--- config.mk ---
export PLATFORM = sky130hd
export DESIGN_NAME = seq_mag_comp_flat
export DESIGN_NICKNAME = d
export VERILOG_FILES = /design/src/rtl/seq_mag_comp_if.sv /design/src/rtl/seq_mag_comp.sv /design/src/flat_wrapper.sv
export SDC_FILE = /design/constraint.sdc
export NUM_CORES = 1
export LEC_CHECK = 0
export BUFFER_PORTS_ARGS = -buffer_cell sky130_fd_sc_hd__buf_4
export CAP_MARGIN = 20
export CORE_AREA = 2 2 60 62
export CTS_BUF_LIST = sky130_fd_sc_hd__clkbuf_4 sky130_fd_sc_hd__clkbuf_8 sky130_fd_sc_hd__clkbuf_16
export CTS_CLUSTER_DIAMETER = 120
export CTS_CLUSTER_SIZE = 12
export DETAILED_ROUTE_END_ITERATION = 6
export DIE_AREA = 0 0 62 64
export GPL_ROUTABILITY_DRIVEN = 0
export HOLD_SLACK_MARGIN = 0.12
export SKIP_CTS_REPAIR_TIMING = 1
export SYNTH_ARGS = -nofsm -noshare
export SYNTH_HDL_FRONTEND = slang
export SYNTH_SLANG_ARGS = --single-unit
--- constraint.sdc ---
create_clock -name clk -period 1.78 [get_ports clk]
set_input_delay 0.178 -clock clk [delete_from_list [all_inputs] [get_ports clk]]
set_output_delay 0.178 -clock clk [all_outputs]
set_load 0.01 [all_outputs]
--- src/rtl/seq_mag_comp_if.sv ---
// Start/busy/done handshake and result bundle for the chunked magnitude comparator.
interface seq_mag_comp_if #(
  parameter int WIDTH = 8
);
  logic             start;
  logic [WIDTH-1:0] a;
  logic [WIDTH-1:0] b;
  logic             signed_mode;
  logic             busy;
  logic             done;
  logic             yg;
  logic             yl;
  logic             ye;

  modport master (
    output start, a, b, signed_mode,
    input  busy, done, yg, yl, ye
  );

  modport slave (
    input  start, a, b, signed_mode,
    output busy, done, yg, yl, ye
  );
endinterface

--- src/rtl/seq_mag_comp.sv ---
// Multi-cycle magnitude comparator: CHUNK bits per cycle, MSB chunk first.
// state | meaning
// IDLE  | waiting for start; operands latched on acceptance
// BUSY  | comparing one chunk per edge
// DONE  | one-cycle done pulse; yg/yl/ye just updated
module seq_mag_comp #(
  parameter int WIDTH      = 8,
  parameter int CHUNK      = 2,
  parameter int EARLY_EXIT = 1
) (
  input logic          clk,
  input logic          rst_n,
  seq_mag_comp_if.slave bus
);
  localparam int NCH = WIDTH / CHUNK;
  localparam int CW  = (NCH > 1) ? $clog2(NCH) : 1;

  localparam logic [1:0] IDLE = 2'd0;
  localparam logic [1:0] BUSY = 2'd1;
  localparam logic [1:0] DONE = 2'd2;

  generate
    if (WIDTH < 1 || CHUNK < 1 || CHUNK > WIDTH || (WIDTH % CHUNK) != 0) begin : g_bad_param
      $error("seq_mag_comp: illegal WIDTH/CHUNK combination");
    end
  endgenerate

  logic [1:0]       state;
  logic [WIDTH-1:0] a_q;
  logic [WIDTH-1:0] b_q;
  logic [CW-1:0]    cnt;
  logic             dec_g;
  logic             dec_l;
  logic             yg_q;
  logic             yl_q;
  logic             ye_q;

  logic [WIDTH-1:0] msb_flip;
  logic [CHUNK-1:0] chunk_a;
  logic [CHUNK-1:0] chunk_b;
  logic             decided;
  logic             new_g;
  logic             new_l;
  logic             last;
  logic             early_hit;

  // Flipping the sign bit maps two's-complement order onto unsigned order.
  assign msb_flip = WIDTH'(bus.signed_mode) << (WIDTH - 1);

  // Operand regs shift left each cycle so the active chunk is always on top.
  always_comb begin
    chunk_a   = a_q[WIDTH-1 -: CHUNK];
    chunk_b   = b_q[WIDTH-1 -: CHUNK];
    decided   = dec_g | dec_l;
    new_g     = decided ? dec_g : (chunk_a > chunk_b);
    new_l     = decided ? dec_l : (chunk_a < chunk_b);
    last      = (cnt == CW'(NCH - 1));
    early_hit = (EARLY_EXIT != 0) && !decided && (chunk_a != chunk_b);
  end

  always_ff @(posedge clk or negedge rst_n) begin
    if (!rst_n) begin
      state <= IDLE;
      a_q   <= '0;
      b_q   <= '0;
      cnt   <= '0;
      dec_g <= 1'b0;
      dec_l <= 1'b0;
      yg_q  <= 1'b0;
      yl_q  <= 1'b0;
      ye_q  <= 1'b0;
    end else begin
      case (state)
        IDLE: begin
          if (bus.start) begin
            a_q   <= bus.a ^ msb_flip;
            b_q   <= bus.b ^ msb_flip;
            cnt   <= '0;
            dec_g <= 1'b0;
            dec_l <= 1'b0;
            state <= BUSY;
          end
        end
        BUSY: begin
          if (last || early_hit) begin
            yg_q  <= new_g;
            yl_q  <= new_l;
            ye_q  <= ~(new_g | new_l);
            state <= DONE;
          end else begin
            cnt   <= cnt + CW'(1);
            dec_g <= new_g;
            dec_l <= new_l;
            a_q   <= a_q << CHUNK;
            b_q   <= b_q << CHUNK;
          end
        end
        DONE:    state <= IDLE;
        default: state <= IDLE;
      endcase
    end
  end

  assign bus.busy = (state != IDLE);
  assign bus.done = (state == DONE);
  assign bus.yg   = yg_q;
  assign bus.yl   = yl_q;
  assign bus.ye   = ye_q;
endmodule
--- src/flat_wrapper.sv ---
// flat-port wrapper written by rule: the top's interface ports become plain ports
module seq_mag_comp_flat 
#(
  parameter int WIDTH      = 8,
  parameter int CHUNK      = 2,
  parameter int EARLY_EXIT = 1
)
  (clk, rst_n, bus_start, bus_a, bus_b, bus_signed_mode, bus_busy, bus_done, bus_yg, bus_yl, bus_ye);
  seq_mag_comp_if #(.WIDTH(WIDTH)) bus_i ();
  input logic clk;
  input logic rst_n;
  input wire logic [$bits(bus_i.start)-1:0] bus_start;
  input wire logic [$bits(bus_i.a)-1:0] bus_a;
  input wire logic [$bits(bus_i.b)-1:0] bus_b;
  input wire logic [$bits(bus_i.signed_mode)-1:0] bus_signed_mode;
  output wire logic [$bits(bus_i.busy)-1:0] bus_busy;
  output wire logic [$bits(bus_i.done)-1:0] bus_done;
  output wire logic [$bits(bus_i.yg)-1:0] bus_yg;
  output wire logic [$bits(bus_i.yl)-1:0] bus_yl;
  output wire logic [$bits(bus_i.ye)-1:0] bus_ye;
  assign bus_i.start = bus_start;
  assign bus_i.a = bus_a;
  assign bus_i.b = bus_b;
  assign bus_i.signed_mode = bus_signed_mode;
  assign bus_busy = bus_i.busy;
  assign bus_done = bus_i.done;
  assign bus_yg = bus_i.yg;
  assign bus_yl = bus_i.yl;
  assign bus_ye = bus_i.ye;
  seq_mag_comp #(.WIDTH(WIDTH), .CHUNK(CHUNK), .EARLY_EXIT(EARLY_EXIT)) u_core (.clk(clk), .rst_n(rst_n), .bus(bus_i));
endmodule
After elaboration in Yosys (flattened, before gate mapping)
Cells that the tools add are included.
{ "op_classes": {"n_reduce_logical": 9, "n_bitwise": 5, "n_mux": 19, "n_eq_ne": 7, "n_addsub": 1, "n_lt_le_gt_ge": 2} }
{ "op_table": {"columns": ["op", "count"], "rows": [
  ["two-way mux 8 bit", 4],
  ["case mux 8 bit (2 select lines)", 2],
  ["bitwise XOR 8 bit", 2],
  ["two-way mux 2 bit", 4],
  ["case mux 2 bit (2 select lines)", 2],
  ["two-way mux 1 bit", 5],
  ["equality test 2 bit, second input constant", 2],
  ["!= test 2 bit, second input constant", 2],
  ["case mux 1 bit (2 select lines)", 2],
  ["AND reduction 2 bit", 2],
  ["nonzero test 2 bit", 2],
  ["AND reduction 3 bit", 1],
  ["adder 2 x 1 -> 2 bit, second input constant", 1],
  ["equality test 2 x 1 -> 1 bit, second input constant", 1],
  ["greater-than comparator 2 bit", 1],
  ["logical NOT 2 bit", 1],
  ["< comparator 2 bit", 1],
  ["!= test 2 x 1 -> 1 bit, second input constant", 1],
  ["!= test 2 bit", 1],
  ["bitwise OR 1 bit", 2],
  ["logical AND 1 bit", 1],
  ["logical NOT 1 bit", 1],
  ["logical OR 1 bit", 1],
  ["inverter 1 bit", 1]
]} }
{ "word_totals": {"elab_cells": 52, "ff_bits": 25, "input_bits": 20} }

Depth between registers and ports, before layout
{ "logic_depth": {"ltp_word": 6, "ltp_mapped": 7, "mapped_depth_nobuf": 6} }

Worst setup path after synthesis
No wires, ideal clock.
{ "synth_path": {"path_kind": "flip-flop to flip-flop", "start": "register u_core.a_q[7]", "end": "register u_core.ye_q (netlist: u_core.bus.ye)", "arrival_time_ns": 1.527, "slack_ns": 0.127, "stages_incl_launch_ff": 5, "required_ns": 1.655, "cell_sequence": "dfrtp_1 ha_1 a211o_1 a21bo_2 mux2_4"} }
{ "synth_between": {"elab_chain_cells": 4} }
{ "synth_rtl": {"columns": ["element", "line", "source"], "rows": [
  ["start: declaration", "seq_mag_comp.sv:29", "logic [WIDTH-1:0] a_q;"],
  ["start signal: assignment", "seq_mag_comp.sv:76", "a_q <= bus.a ^ msb_flip;"],
  ["start signal: assignment", "seq_mag_comp.sv:94", "a_q <= a_q << CHUNK;"],
  ["greater-than comparator 2 bit, or another cell as far along", "seq_mag_comp.sv:55", "new_g = decided ? dec_g : (chunk_a > chunk_b);"],
  ["two-way mux 1 bit, or another cell as far along", "seq_mag_comp.sv:55", null],
  ["bitwise OR 1 bit or logical OR 1 bit (tied branches)", "seq_mag_comp.sv:88, seq_mag_comp.sv:85", null],
  ["inverter 1 bit or AND reduction 2 bit (tied branches)", null, null],
  ["end signal: assignment", "seq_mag_comp.sv:88", "ye_q <= ~(new_g | new_l);"],
  ["end: declaration", "seq_mag_comp.sv:36", "logic ye_q;"]
]} }
Several ways; a longest one is shown, not always the timed one.
A chain may end at the register's enable or synchronous reset.

Worst setup path in the final report
{ "layout_path": {"start": "register u_core.a_q[6]", "end": "register u_core.ye_q (netlist: u_core.bus.ye)"} }
Same word-level chain as after synthesis.

==> results.yml <==
pwr:
  ir_drop_uv: 722.8
  comb_power_share: 0.514
  p_per_area_mw_per_mm2: 1678
  clkPwrFrac: 0.105
  p_int_mw: 1.566
  p_leak_nw: 0.7182
  netSwitchingFraction: 0.3825
  pwr-share-seq: 0.381
  p_sw_mw: 0.9701
run:
  maxCapViolations: 0
finish:
  drive_above_1_share: 0.2617
  final_cell_mix: "27 x buf_4, 25 x dfrtp_1, 13 x nand2_1"
  fin_util: 0.4602
  final_nets: 173
  area_growth_pct: 33.63
  final_common_cell: "buf_4"
  antenna_cells: 0
  fin_cells: 195
worst_setup_path:
  arrival_ns: 1.91
  critPathRequiredTime_ns: 2.00
  worstSetupPathType: "flop to flop"
  slowest_stage: "dfrtp_1"
  path_cells: "inv_1 -> ha_4 -> a211o_1 -> a21bo_4 -> mux2_4"
  cpPeakStageDelay_ns: 0.38
  endpoint_kind: "flop"
  path_max_fanout: 6
  cp-start-kind: "flop"
global_route:
  grt_pass1_vias: 872
  grt_first_pass_wirelength_um: 3719
  grt_max_degree: 26
  overflow: 0
  antenna_found_initial: 0
  track_usage: 0.1227
die:
  coreArea_mm2: 0.003284
  dieArea_mm2: 0.003968
  io_pins: 25
  row_count: 21
  die_h_um: 64
  die_x_um: 62
  start_util: 0.3444
clock_tree:
  cts_tree: "done"
  htree_num_levels: 1
  clock_latency_ns: 0.31
  clock-sinks: 25
  cts_root_buffer: "clkbuf_4"
  clkTransAtPathRegs_ns: 0.14
  cts-buffers-inserted: 3
  cts_max_path_buffers: 2
logic_synthesis:
  syn_inst: 117
  yosys.area.top_type_share: 0.5531
  synthesis.nets: 140
  seq_area_frac_synth: 0.5531
  synthesis.area_mm2: 0.001131
  netlist-cell-type-count: 23
  synth.avg_cell_area_um2: 9.667
  yosysWarnings: 0
  yosys_register_bits: 25
  yosys.area.top_type: "dfrtp_1"
  synth_area_leaders: "dfrtp_1 55%, o22ai_1 6.6%, a21oi_1 5.3%, nand2_1 4.3%, nor2_1 3.7%"
detailed_routing:
  first_pass_iters: 4
  viasPerCell: 4.728
  initialDrtViolationCount: 62
  routedWlPerCell_um: 11.74
  dr_total_vias: 922
  wirelength_um: 2290
  ant_nets: 0
  drcViolationCount: 0
timing:
  clock_skew_ns: 0.008270
  finalSetupViolations: 0
  drv_slew: 0
  min_period_ns: 1.693
  setup_ws_ns: 0.08651
  worstMarginPinSlew_ns: 0.3946
  timing.fmax_mhz: 590.5
  rsz0062_at_grt: "no"
  post-route-period-util: 0.9514
  hold_viol: 0
  slew_headroom: 0.7301
  tns_ns: 0
placed_design:
  hpwl_um: 1628
  placed_cells: 185
  pre_cts_ws_ns: 0.03598
  portBuffers: 24
outcome:
  status: "finished, final reports clean"
min_path:
  hold_class: "primary input to flop"
critical path, delay by kind of cell, from the launching register on:
| family | cells | cell delay, ns |
|---|---|---|
| buffers and inverters | 1 | 0.10 |
| flip-flops | 1 | 0.38 |
| adder cells (fa/ha/maj) | 1 | 0.22 |
| AO/OA/AOI/OAI | 2 | 0.60 |
| multiplexers | 1 | 0.29 |
per-stage QoR:
step / hold WS (ns) / power [mW] / cell area, um^2
6_report: 0.1500 / 2.536 / 1511
5_1_grt: 0.1477 / 2.775 / 1511
4_1_cts: -0.2582 / 2.422 / 1411
3_5_place_dp: 0.1008 / 2.156 / 1381
3_3_place_gp: 0.09900 / 2.112 / 1381
2_1_floorplan: -0.1176 / 1.791 / 1131
synthesized netlist by cell type:
| cell type | count |
|---|---|
| mux2_4 | 1 |
| and2_1 | 2 |
| a21bo_2 | 1 |
| nand3_2 | 1 |
| o22ai_1 | 12 |
| a21oi_1 | 12 |
| clkbuf_1 | 2 |
| nor2_1 | 11 |
| a211o_1 | 1 |
| a31oi_1 | 2 |
| a2111oi_0 | 1 |
| buf_2 | 3 |
| nand3_1 | 7 |
| ha_1 | 3 |
| nor2b_1 | 2 |
| nand2_1 | 13 |
| dfrtp_1 | 25 |
| o21ai_0 | 4 |
| xor2_1 | 2 |
| o21ai_1 | 2 |
| buf_4 | 1 |
| o21ba_2 | 1 |
| inv_1 | 8 |
cell families (layout without fill, tap and decap cells):
logic type / Yosys count / in the layout / synth area share
AO/OA/AOI/OAI: 36 / 36 / 0.1903
buffers and inverters: 14 / 46 / 0.05310
XOR/XNOR: 2 / 2 / 0.01549
AND/OR/NAND/NOR: 36 / 36 / 0.1416
flip-flops: 25 / 25 / 0.5531
multiplexers: 1 / 1 / 0.01327
adder cells (fa/ha/maj): 3 / 3 / 0.03319
power by group through the flow:
| stage | Sequential [mW] | Combinational, mW | Clock, mW |
|---|---|---|---|
| after floorplan | 0.950 | 0.841 | 0 |
| after global placement | 0.961 | 1.15 | 0 |
| after detailed placement | 0.972 | 1.18 | 0 |
| after CTS | 0.957 | 1.19 | 0.279 |
| after global routing | 0.997 | 1.48 | 0.300 |
| final | 0.967 | 1.30 | 0.266 |
area by class of cell:
class | count | area [um^2]
fillers | 335 | 1773
flip-flops and latches | 25 | 625.6
multi-input cells | 78 | 484.2
repair buffers | 34 | 284.0
well taps | 46 | 57.56
clock buffers | 4 | 30.03
inverters | 8 | 30.03
flip-flops by register name, indices dropped and copies added, names as in the netlist:
register and cells:
u_core.a_q 8, u_core.bus.ye 1, u_core.dec_g 1, u_core.bus.yg 1
u_core.bus.yl 1, u_core.cnt 2, u_core.state 2, u_core.dec_l 1
u_core.b_q 8
layer usage:
layer	global-route usage	vias up	routed length, um
met5	0	-	0
met2	0.1992	17	1073
met3	0.03644	2	85
met4	0.02394	0	15
met1	0.1598	434	1115
li1	-	469	-
final timing paths:
check / depth (start not counted) / endpoint / slack [ns] / from
max: 5 / u_core.bus.ye / 0.09 / u_core.a_q[6]
min: 3 / u_core.b_q[3] / 0.15 / bus_b[3]
max reg2reg: 5 / u_core.bus.ye / 0.09 / u_core.a_q[6]
min reg2reg: 1 / u_core.cnt[0] / 0.51 / u_core.cnt[0]
max in group asynchronous: 2 / u_core.a_q[0] / 1.24 / rst_n
min in group asynchronous: 2 / u_core.dec_g / 0.29 / rst_n
No activity file was read; power rests on OpenSTA's default activity.
